## config.mk

```make
export PLATFORM = sky130hd
export DESIGN_NAME = output_port_scheduler
export DESIGN_NICKNAME = d
export VERILOG_FILES = /design/src/rtl/output_port_scheduler.sv
export SDC_FILE = /design/constraint.sdc
export NUM_CORES = 1
export LEC_CHECK = 0
export BUFFER_PORTS_ARGS = -buffer_cell sky130_fd_sc_hd__buf_4
export CORE_AREA = 4 4 71 73
export DETAILED_ROUTE_END_ITERATION = 10
export DIE_AREA = 0 0 75 77
export PLACE_DENSITY = 0.73
export SLEW_MARGIN = 5
export SYNTH_ARGS = -nofsm -noshare
export SYNTH_HDL_FRONTEND = slang
export SYNTH_SLANG_ARGS = --single-unit
```

## constraint.sdc

```tcl
create_clock -name clk -period 8.6 [get_ports clk]
set_clock_uncertainty 0.05 [all_clocks]
set_input_delay 2.15 -clock clk [delete_from_list [all_inputs] [get_ports clk]]
set_output_delay 2.15 -clock clk [all_outputs]
set_load 0.02 [all_outputs]
```

## src/rtl/output_port_scheduler.sv

```systemverilog
// -----------------------------------------------------------------------------
// output_port_scheduler
//
// Credit-based, packet-aware round-robin arbiter for one router output port.
// Five requesters compete for the port: NORTH, SOUTH, EAST, WEST and the
// cache read-return path. Once a multi-flit packet starts, the port stays
// locked to its owner until the flit marked "last" has gone. A flit moves
// only while the downstream buffer has a free slot, as shown by the credit
// counter.
//
// Parameters
//   CREDIT_MAX    downstream buffer slots; must equal the router's BUFFER_SIZE
//   CREDIT_WIDTH  width of the credit counter; must be able to hold CREDIT_MAX
//
// Ports
//   clk           rising-edge clock for all state
//   reset         asynchronous active-low reset; the instantiating top
//                 synchronises its deassertion
//   req[4:0]      per-requester request (0 N, 1 S, 2 E, 3 W, 4 cache return)
//   last[4:0]     per-requester end-of-packet flag, qualified by req
//   creditReturn  downstream freed one buffer slot this cycle
//   grant[4:0]    one-hot grant, combinational from registered state and req
//   transfer      a flit moves on the next rising edge
//   credits       registered count of free downstream slots
//   locked        registered; a packet is in progress and owner is fixed
//   owner[2:0]    registered index of the locked or last-granted requester
//   creditError   sticky flag; a credit was returned while already full
// -----------------------------------------------------------------------------
module output_port_scheduler #(
    parameter int CREDIT_MAX   = 8,
    parameter int CREDIT_WIDTH = 4
) (
    input  logic                    clk,
    input  logic                    reset,
    input  logic [4:0]              req,
    input  logic [4:0]              last,
    input  logic                    creditReturn,
    output logic [4:0]              grant,
    output logic                    transfer,
    output logic [CREDIT_WIDTH-1:0] credits,
    output logic                    locked,
    output logic [2:0]              owner,
    output logic                    creditError
);

    localparam int                      NumReq     = 5;
    localparam logic [CREDIT_WIDTH-1:0] CreditFull = CREDIT_WIDTH'(CREDIT_MAX);

    // Packet state: open for round-robin arbitration, or locked to owner.
    typedef enum logic {
        stOpen   = 1'b0,
        stLocked = 1'b1
    } lockState_t;

    lockState_t              stateReg;
    logic [2:0]              ptrReg;
    logic [2:0]              ownerReg;
    logic [CREDIT_WIDTH-1:0] creditsReg;
    logic                    creditErrorReg;

    // Round-robin scan results.
    logic       scanFound;
    logic [2:0] scanIdx;
    logic [3:0] scanPos;

    // Arbitration results.
    logic [NumReq-1:0] ownerHit;
    logic [2:0]        grantIdx;
    logic              grantValid;
    logic              hasCredit;

    // Decode which requester is the current owner and still requesting.
    genvar gi;
    generate
        for (gi = 0; gi < NumReq; gi++) begin : g_ownerHit
            assign ownerHit[gi] = (ownerReg == 3'(gi)) && req[gi];
        end
    endgenerate

    // Find the first set request at or after ptr, wrapping 4 -> 0.
    always_comb begin
        scanFound = 1'b0;
        scanIdx   = ptrReg;
        scanPos   = 4'd0;
        for (int off = 0; off < NumReq; off++) begin
            scanPos = {1'b0, ptrReg} + 4'(off);
            if (scanPos >= 4'(NumReq)) begin
                scanPos = scanPos - 4'(NumReq);
            end
            if (!scanFound && req[scanPos[2:0]]) begin
                scanFound = 1'b1;
                scanIdx   = scanPos[2:0];
            end
        end
    end

    // The credit check uses the registered count only, so a creditReturn
    // arriving while empty cannot enable a grant in the same cycle. The reset
    // term forces grant low for as long as reset is held.
    assign hasCredit  = (creditsReg != '0);
    assign grantIdx   = (stateReg == stLocked) ? ownerReg : scanIdx;
    assign grantValid = reset && hasCredit &&
                        ((stateReg == stLocked) ? (|ownerHit) : scanFound);
    assign grant      = grantValid ? (5'b00001 << grantIdx) : 5'b00000;
    assign transfer   = |(grant & req);

    always_ff @(posedge clk or negedge reset) begin
        if (!reset) begin
            stateReg       <= stOpen;
            ptrReg         <= 3'd0;
            ownerReg       <= 3'd0;
            creditsReg     <= CreditFull;
            creditErrorReg <= 1'b0;
        end else begin
            if (transfer) begin
                ptrReg   <= (grantIdx == 3'(NumReq - 1)) ? 3'd0 : grantIdx + 3'd1;
                ownerReg <= grantIdx;
                // A flit without "last" opens or continues a packet; the
                // closing flit (or a single-flit packet) leaves the port open.
                stateReg <= last[grantIdx] ? stOpen : stLocked;
            end

            // A transfer together with a return cancels out, even when full,
            // so only a lone return at full count is an overflow.
            unique case ({transfer, creditReturn})
                2'b10: creditsReg <= creditsReg - 1'b1;
                2'b01: begin
                    if (creditsReg == CreditFull) begin
                        creditErrorReg <= 1'b1;
                    end else begin
                        creditsReg <= creditsReg + 1'b1;
                    end
                end
                default: creditsReg <= creditsReg;
            endcase
        end
    end

    assign credits     = creditsReg;
    assign locked      = (stateReg == stLocked);
    assign owner       = ownerReg;
    assign creditError = creditErrorReg;

endmodule

```

==> key figures <==
Synthesis
  • Post-synth EDFFs: 0
  • Sequential element share of the synthesized area: 12.92%
  • Synth Area in Adders: 9.057%
  • Synth Flop Type: dfrtp_1
  • Synth warn: 0
  • Post-synth cell types: 80
  • Synth cell count leaders: nor2_1, inv_1, nand2_1
  • Post-Syn Area per Cell: 8.338 sq um
  • Multiplexer share of the synthesized area: 9.593%
  • Complex-gate fraction of the synthesized area: 32.69%
  • Most frequent cell after synthesis: nor2_1
  • Mapped Nets: 307
  • Yosys reg bits: 12
  • Asr flop ratio synth: 100.0%
  • Main combinational cell family by area after synthesis: compound AO/OA/AOI/OAI gates
  • Post-Syn Instances: 280
  • Synth Area in Simple Gates: 25.46%
  • Top cells by area, synth: dfrtp_1, ha_1, mux2i_1
  • Yosys top cell area share: 11.79%
  • Post-synthesis xor/xnor area fraction: 2.251%
  • Post-Synthesis Cell Area: 2335 sq um
  • Yosys top cell by area: dfrtp_1

Critical path
  • CP bufs+invs: 2
  • FF-to-FF path depth: 23
  • Critical-path cell list: buf_4, nor2_1, o21ai_0, mux2i_1, nor4_1, mux2_2, a31oi_1, o32ai_2, o21a_1, ha_1, ha_1, a21oi_1, a21o_1, a21oi_4, buf_4
  • CP Launch Type: input port
  • Worst EP arrival: 5.83 ns
  • Worst setup EP type: output port
  • Slowest stage delay, CP: 0.81 ns
  • Crit Path Class: in2out
  • CP required: 6.40 ns
  • Crit path max fanout: 21
  • Slowest stage cell, crit path: nor4_1
  • CP top delay family: compound AO/OA/AOI/OAI gates
  • Worst path depth: 15

Floorplan
  • Die X: 75 microns
  • Top-level port count: 28
  • Row count: 24
  • Die area: 5775 sq um
  • Initial core utilization: 53.62%
  • CORE AREA: 4354 sq um
  • Chip Height: 77 microns

STA
  • Actual slew at the worst max-slew pin: 0.9094 ns
  • Final Cycle Share: 93.36%
  • Max-Slew Margin vs Limit: 38.81%
  • Final hold vios: 0
  • Final Max Tran Viols: 0
  • F_max: 124.6 MHz
  • RSZ-0062 raised after global routing: false
  • Crit path time final: 8.029 ns
  • Final setup viols: 0
  • TNS Setup: 0 ns

Detailed routing
  • Top layer in use: met4
  • Residual DRC count: 0
  • Met3 routed WL: 300 microns
  • Met2 wire length: 2.923 mm
  • Routed Antenna Nets: 0
  • DRT met1 WL: 2.907 mm
  • Starting DRT DRC Count: 261
  • Vias per inst: 6.597
  • Detailed-route via count: 2276
  • Routed WL: 6.174 mm
  • Routed length per instance: 17.90 microns
  • DR pass1 iterations: 4

Status
  • Status: complete, no violations

Clocking
  • Clock Path Buffers: 2
  • H-tree levels: 1
  • Total CTS buffers: 3
  • Worst-Skew Late Latency: 0.25 ns
  • CTS root buf: clkbuf_8
  • CTS tree: yes
  • Sink Count: 12
  • Setup Buffers After CTS: 0
  • Clk slew on worst S/H paths: 0.05 ns
  • Post-CTS Hold Fix Bufs: 0
  • Post-CTS Resized: 0

Placed design
  • Post-DP HPWL: 4.763 mm
  • Final GP Congestion: 0.9337
  • PortBufs: 27

Global route
  • Total track usage: 22.50%
  • Vias in the first global route: 2130
  • Initial antenna violation count: 0
  • Grt total ovfl: 0
  • Pin count of the biggest net entering global routing: 39
  • First-pass GRT wire length: 10.47 mm

Cells and area
  • Area Growth Syn to Fin: 8.843%
  • N_diodes: 0
  • Multi-input gate area: 1846 sq um
  • Post-layout nets: 321
  • Reg area: 301.5 sq um
  • Layout cells sized above 1: 19.80%
  • Fill cells: 409

Hold path
  • Hold Path Depth: 1
  • Worst Hold Class: reg2reg

Pwr
  • Total power draw: 0.2550 mW
  • Leak: 1.016 nW
  • VDD IR max: 0.0001304 V
  • PwrDens: 100.3 nW/um^2

Job
  • Max Cap Violations: 0
==> metrics by stage <==
step | utilization [%] | instances | hold slack [ns] | area (sq um) | worst slack (ns)
2_1_floorplan | - | 280 | 0.5423 | 2335 | 1.001
3_3_place_gp | 57.10 | 341 | 0.4154 | 2486 | 0.8096
3_5_place_dp | 57.10 | 341 | 0.4220 | 2486 | 0.7035
4_1_cts | 58.36 | 345 | 0.4440 | 2541 | 0.7216
5_1_grt | 58.36 | 345 | 0.4851 | 2541 | 0.3463
6_report | 58.36 | 345 | 0.4353 | 2541 | 0.5713
==> worst reg2reg max path, cell delays in order (launching register included) <==
cell and delay, ns:
dfrtp_1 0.32, buf_4 0.35, inv_1 0.33, ha_1 0.71
nor2_1 0.15, o21ai_0 0.26, mux2i_1 0.14, nor4_1 0.81
mux2_2 0.30, a31oi_1 0.05, o32ai_2 0.21, o21a_1 0.30
ha_1 0.19, ha_1 0.17, a21oi_1 0.12, a21o_1 0.23
a21oi_4 0.44, nand2b_1 0.29, ha_1 0.27, a21o_1 0.19
a21o_1 0.19, or3_1 0.30, mux2i_1 0.15, nor3_1 0.06
==> registers in the layout, summed over array words and instances (netlist names) <==
name	count
creditError	1
credits	4
locked	1
owner	3
ptrReg	3
==> cell usage in the layout, fill, tap and decap left out, types with 3 or more instances in the layout <==
master,count
a211oi_1,9
a21o_1,5
a21oi_1,11
a221o_1,4
a22oi_1,5
a31oi_1,4
and3_1,5
buf_4,28
clkbuf_8,4
dfrtp_1,11
ha_1,12
inv_1,16
mux2_2,5
mux2i_1,10
mux4_2,3
nand2_1,16
nand2b_1,10
nand3_1,5
nand3b_1,4
nor2_1,18
nor2b_1,6
nor4_1,3
o211ai_1,8
o21a_1,5
o21ai_0,12
o22ai_1,4
o31ai_1,4
or3_1,4
xnor2_1,5
==> final timing paths <==
path	startpoint	end	slack, ns
worst max-delay path	req[1]	transfer	0.57
worst min-delay path	creditError	creditError	0.44
worst max register to register	ptrReg[0]	credits[3]	1.96
worst min register to register	creditError	creditError	0.44
max in group asynchronous	reset	credits[3]	6.58
min in group asynchronous	reset	locked	1.68
==> cells by family after synthesis <==
logic type,Yosys count
compound gates,97
simple gates,95
buf+inv,36
mux,18
fa+ha+maj,16
flops,12
xor+xnor,6
==> power by group <==
part / internal (mW) / switching (mW) / total (mW) / leakage [nW]
Combinational: 0.0527 / 0.0584 / 0.111 / 0.864
Clock: 0.0406 / 0.0225 / 0.0631 / 0.0288
Sequential: 0.0672 / 0.0136 / 0.0808 / 0.123
Total: 0.160 / 0.0945 / 0.255 / 1.02
==> per-layer routing <==
metal  up-vias  track usage (%)
met3         4            3.529
met4         0            3.203
met1      1110            34.92
li1       1099                -
met2        63            33.10
met5         -                0
==> area by class of cell <==
type | instances | share of cell area (%)
clock buffer | 4 | 2.166
inverter | 17 | 2.511
multi-input combinational | 232 | 72.62
sequential | 12 | 11.87
tap | 52 | 2.560
timing repair buffer | 28 | 8.272
(Power assumes the default switching activity.)
